File: config.mk
export PLATFORM = sky130hd
export DESIGN_NAME = wb_line_slave
export DESIGN_NICKNAME = d
export VERILOG_FILES = /design/src/rtl/wb_line_slave.sv
export SDC_FILE = /design/constraint.sdc
export NUM_CORES = 2
export LEC_CHECK = 0
export BUFFER_PORTS_ARGS = -buffer_cell sky130_fd_sc_hd__buf_4
export CAP_MARGIN = 0
export CORE_AREA = 3 3 557 559
export DETAILED_ROUTE_END_ITERATION = 10
export DIE_AREA = 0 0 560 562
export PLACE_DENSITY = 0.36
export SYNTH_ARGS = -nofsm -noshare
export SYNTH_HDL_FRONTEND = slang
export SYNTH_SLANG_ARGS = --single-unit
File: constraint.sdc
create_clock -name clk -period 4.3 [get_ports clk]
set_clock_uncertainty 0.1 [all_clocks]
set_input_delay 0.215 -clock clk [delete_from_list [all_inputs] [get_ports clk]]
set_output_delay 0.215 -clock clk [all_outputs]
set_load 0.005 [all_outputs]
File: src/rtl/wb_line_slave.sv
// wb_line_slave: Wishbone classic slave that moves 64-byte lines to and from a
// 128-bit command/response memory port as four beats per line.
// Optional build macro WB_LINE_SLAVE_SKIP_CLEAN_EN: a write whose byte mask is
// all zero is acknowledged without issuing any memory commands.
module wb_line_slave (
  input  logic         clk,
  input  logic         rst,
  input  logic         ws_cyc,
  input  logic         ws_stb,
  input  logic         ws_we,
  input  logic [31:0]  ws_addr,
  input  logic [511:0] ws_dout,
  input  logic [63:0]  ws_dm,
  output logic [511:0] ws_din,
  output logic         ws_ack,
  output logic         mem_cmd_valid,
  output logic         mem_cmd_we,
  output logic [31:0]  mem_addr,
  output logic [127:0] mem_wdata,
  output logic [15:0]  mem_wmask_n,
  input  logic         mem_cmd_ready,
  input  logic [127:0] mem_rdata,
  input  logic         mem_rvalid
);

  localparam logic [2:0] IDLE    = 3'd0;
  localparam logic [2:0] RD_CMD  = 3'd1;
  localparam logic [2:0] RD_WAIT = 3'd2;
  localparam logic [2:0] WR_CMD  = 3'd3;
  localparam logic [2:0] ACK     = 3'd4;
  localparam logic [2:0] DRAIN   = 3'd5;

  logic [2:0]   state;
  logic [2:0]   state_nxt;
  logic [25:0]  line_q;
  logic [511:0] wdata_q;
  logic [63:0]  wmask_q;
  logic [1:0]   beat;
  logic [1:0]   ret_cnt;
  logic [2:0]   outst;
  logic [2:0]   outst_nxt;
  logic         req;
  logic         in_cmd;
  logic         cmd_xfer;
  logic         rd_xfer;
  logic         beat_ok;
  logic         store;
  logic         skip_clean;
  logic         unused_addr_bits;

  assign unused_addr_bits = ^ws_addr[5:0];

  // A request is only taken while the previous acknowledge is not showing.
  assign req      = ws_cyc & ws_stb & ~ws_ack;
  assign in_cmd   = (state == WR_CMD) | (state == RD_CMD);
  // Dropping ws_cyc withdraws the command so an aborted beat never transfers.
  assign mem_cmd_valid = in_cmd & ws_cyc;
  assign mem_cmd_we    = (state == WR_CMD);
  assign mem_addr      = in_cmd ? {line_q, beat, 4'h0} : 32'h0;
  assign mem_wdata     = (state == WR_CMD) ? wdata_q[{beat, 7'd0} +: 128] : 128'h0;
  assign mem_wmask_n   = (state == WR_CMD) ? ~wmask_q[{beat, 4'd0} +: 16] : 16'h0;

  assign cmd_xfer = mem_cmd_valid & mem_cmd_ready;
  assign rd_xfer  = cmd_xfer & (state == RD_CMD);
  // Returns with nothing outstanding are strays (e.g. after a reset) and are dropped.
  assign beat_ok  = mem_rvalid & (outst != 3'd0);
  assign store    = beat_ok & ((state == RD_CMD) | (state == RD_WAIT));

`ifdef WB_LINE_SLAVE_SKIP_CLEAN_EN
  assign skip_clean = ws_we & (ws_dm == 64'h0);
`else
  assign skip_clean = 1'b0;
`endif

  // Outstanding reads: issue and return in the same cycle cancel out.
  always_comb begin
    outst_nxt = outst;
    if (rd_xfer && !beat_ok)      outst_nxt = outst + 3'd1;
    else if (!rd_xfer && beat_ok) outst_nxt = outst - 3'd1;
  end

  // Next-state logic for the line transfer sequencer.
  always_comb begin
    state_nxt = state;
    case (state)
      IDLE: begin
        if (req) begin
          if (ws_we) state_nxt = skip_clean ? ACK : WR_CMD;
          else       state_nxt = RD_CMD;
        end
      end
      WR_CMD: begin
        if (!ws_cyc)                         state_nxt = IDLE;
        else if (cmd_xfer && beat == 2'd3)   state_nxt = ACK;
      end
      RD_CMD: begin
        if (!ws_cyc)                         state_nxt = DRAIN;
        else if (cmd_xfer && beat == 2'd3)   state_nxt = RD_WAIT;
      end
      RD_WAIT: begin
        if (!ws_cyc)                         state_nxt = DRAIN;
        else if (store && ret_cnt == 2'd3)   state_nxt = ACK;
      end
      ACK:     state_nxt = IDLE;
      DRAIN: begin
        if (outst_nxt == 3'd0)               state_nxt = IDLE;
      end
      default: state_nxt = IDLE;
    endcase
  end

  // Control registers: state, acknowledge pulse, beat and outstanding counters.
  always_ff @(posedge clk) begin
    if (rst) begin
      state  <= IDLE;
      ws_ack <= 1'b0;
      beat   <= 2'd0;
      outst  <= 3'd0;
    end else begin
      state  <= state_nxt;
      ws_ack <= (state == ACK);
      outst  <= outst_nxt;
      if (state == IDLE && req) beat <= 2'd0;
      else if (cmd_xfer)        beat <= beat + 2'd1;
    end
  end

  // Request capture and read-line assembly; ws_din holds until the next stored beat.
  always_ff @(posedge clk) begin
    if (rst) begin
      line_q  <= 26'h0;
      wdata_q <= 512'h0;
      wmask_q <= 64'h0;
      ret_cnt <= 2'd0;
      ws_din  <= 512'h0;
    end else begin
      if (state == IDLE && req) begin
        line_q  <= ws_addr[31:6];
        wdata_q <= ws_dout;
        wmask_q <= ws_dm;
        ret_cnt <= 2'd0;
      end
      if (store) begin
        ws_din[{ret_cnt, 7'd0} +: 128] <= mem_rdata;
        ret_cnt <= ret_cnt + 2'd1;
      end
    end
  end

endmodule

==> flow_metrics.tcl <==
set metrics [dict create \
    cts_sinks 1125 \
    fin_area_um2 72420 \
    grt_pass1_wl_um 357100 \
    hold_depth 4 \
    layout_common_cells "nand2_1, buf_4, dfxtp_1" \
    placed_cells 10530 \
    wl_um 252600 \
    crit_arrival_ps 3050 \
    crit_type "register to output port" \
    drc 0 \
    area_delta_synth_final_pct 62.64 \
    fmax_mhz 296.9 \
    ir_drop_mv 0.3009 \
    cts_tree "yes" \
    grt_start_max_net_pins 165 \
    hold_path.class "input port to register" \
    grt_usage 0.1526 \
    period_share 0.7832 \
    ios 1434 \
    ys_seq_area_frac 0.5058 \
    synth_cell_types 44 \
    dieArea_um2 314700 \
    rows 203 \
    htreeDepth 4 \
    crit_path_max_incr_delay_ps 800 \
    start_util 0.1457 \
    fin_setup_tns_ps 0 \
    clk_pin_slew_ps 60 \
    ctsResizeCount 0 \
    status "finished, final reports clean" \
    clockRootBuffer "clkbuf_16" \
    die_w_um 560 \
    critPathSlowestCell "dfxtp_4" \
    grt_pass1_vias 47480 \
    layout.nets 8125 \
    numCtsBuffers 150 \
    post_drt_wl_per_cell_um 21.74 \
    cp_max_fo 34 \
    first_iter_violations 3064 \
    timing.rr.end "line_q[8]" \
    synth.top_cell.area_share 0.5058 \
    worstMarginPinSlew_ps 1121 \
    path_cells "buf_12 -> mux4_2 -> and3_1 -> buf_4" \
    die_height_um 562 \
    worstRegToRegCells 7 \
    synth_area_um2 44530 \
    r2r_slack_ps 1230 \
    synthCells 5379 \
    synth_largest_area_cell "dfxtp_1" \
    core-area_um2 305600 \
    start_kind "register" \
    final_cells 11620 \
    finalSetupViolations 0 \
    firstDrtPassIters 6 \
    synth.avg_cell_area_um2 8.278 \
    port_buffers 1423 \
    dpl.hpwl_um 183100 \
    overflow 0 \
    rsz0062_at_grt "false" \
    relSlewSlack 0.2524 \
    drv_slew 0 \
    setup.worst_path.start "beat[0]" \
    ys_ff_latch 1125 \
    mostFrequentLayoutCell "nand2_1" \
    place.gp.congestion 0.8092 \
    p_leak_nw 27.88 \
    maxCapViolCount 0 \
    clockBufferDepth 4 \
    placed_cell_area_um2 59410 \
    fin_crit_ps 3368 \
    min_to "wdata_q[300]" \
    vias 47200 \
    ant_nets 0 \
    viasPerCell 4.062 \
    drive_above_1_share 0.2588 \
    clk-insertion-delay-late_ps 780 \
    synth_top_cells_by_area "dfxtp_1, nand2_1, a21oi_1" \
    ctsHoldBuffers 794 \
    yosysWarningCount 0 \
    hold_viol_final 0 \
    cp-end-kind "output port" \
    cts_setup_buffers 0 \
    antenna_found_initial 61 \
    critPathRequiredTime_ps 3980 \
    power_density_nw_per_um2 432.2 \
    min_from "ws_dout[300]" \
    r2r-start "state[1]" \
]
[worst max-delay path by stage]
| stage | end | cells past startpoint | slack (ps) |
|---|---|---|---|
| after detailed placement | ws_din[154] | 7 | 1400 |
| final | mem_wdata[68] | 4 | 930 |
| after CTS | mem_wdata[68] | 4 | 720 |
| after global routing | mem_wdata[68] | 4 | 710 |
| after global placement | ws_din[56] | 10 | 1450 |
| after floorplan | ws_din[108] | 7 | 2250 |
[cell type report]
class	instances	area [µm²]
fill	33800	233100
sequential	1125	22530
timing repair buffer	2339	20090
multi-input combinational	3750	19580
tap	4100	5130
clock buffer	225	4449
clock inverter	38	516.7
antenna	36	90.09
inverter	7	26.28
[power breakdown]
| group | internal (mW) | total, mW | switching (mW) | leakage (nW) |
|---|---|---|---|---|
| combinational | 2.62 | 6.39 | 3.77 | 16.3 |
| clock | 7.61 | 12.8 | 5.20 | 2.42 |
| sequential | 11.4 | 12.1 | 0.646 | 9.12 |
[layer usage]
| layer | share of wire | track usage |
|---|---|---|
| met5 | 0.00067 | 0 |
| met1 | 0.43 | 0.1907 |
| met3 | 0.069 | 0.03966 |
| met2 | 0.48 | 0.2591 |
| met4 | 0.027 | 0.04003 |
[through the flow]
stage,utilization,total power [mW],hold WS (ps),setup slack (ps)
global placement,0.1944,18.04,338.8,1449
detailed placement,0.1944,18.10,342.4,1395
finish,0.2370,31.30,112.1,932.1
global route,0.2369,32.86,50.47,707.0
floorplan,-,15.17,251.0,2246
CTS,0.2367,31.90,2.549,717.3
[cells in the mapped netlist (all sizes together)]
| master | count |
|---|---|
| nand2 | 1727 |
| dfxtp | 1125 |
| a21oi | 1117 |
| nand3 | 514 |
| buf | 263 |
| clkbuf | 237 |
| mux4 | 144 |
| and3 | 128 |
| and2 | 35 |
| nor2 | 25 |
| ha | 9 |
| inv | 7 |
| mux2i | 5 |
| nor3 | 5 |
| nor3b | 4 |
| o21ai | 4 |
| xnor2 | 4 |
| nor2b | 3 |
| a31oi | 2 |
| nand2b | 2 |
| nand4 | 2 |
| nor4 | 2 |
| o311ai | 2 |
| xor2 | 2 |
| a21o | 1 |
| a221oi | 1 |
| and3b | 1 |
| and4bb | 1 |
| conb | 1 |
| maj3 | 1 |
| nand3b | 1 |
| o311a | 1 |
| or3 | 1 |
| or3b | 1 |
| or4 | 1 |
[cell families after synthesis]
logic type	Yosys count	synth area share
compound gates	1128	0.1273
xor+xnor	6	0.001180
fa+ha+maj	10	0.002754
buf+inv	507	0.05634
flops	1125	0.5058
mux	149	0.07396
other cells	1	0.00008422
simple gates	2453	0.2326
[sequential cells by signal, summed over array words and instances (netlist names)]
signal / count
ws_din: 512
wmask_q: 64
line_q: 26
state: 3
wdata_q: 512
beat: 2
ret_cnt: 2
ws_ack: 1
outst: 3
[worst max-delay path: cells and delay by family (launching register included)]
family / cells / cell delay [ps]
multiplexers: 1 / 580
flip-flops: 1 / 800
buffers and inverters: 2 / 560
AND/OR/NAND/NOR: 1 / 240
No activity file was read; power rests on OpenSTA's default activity.
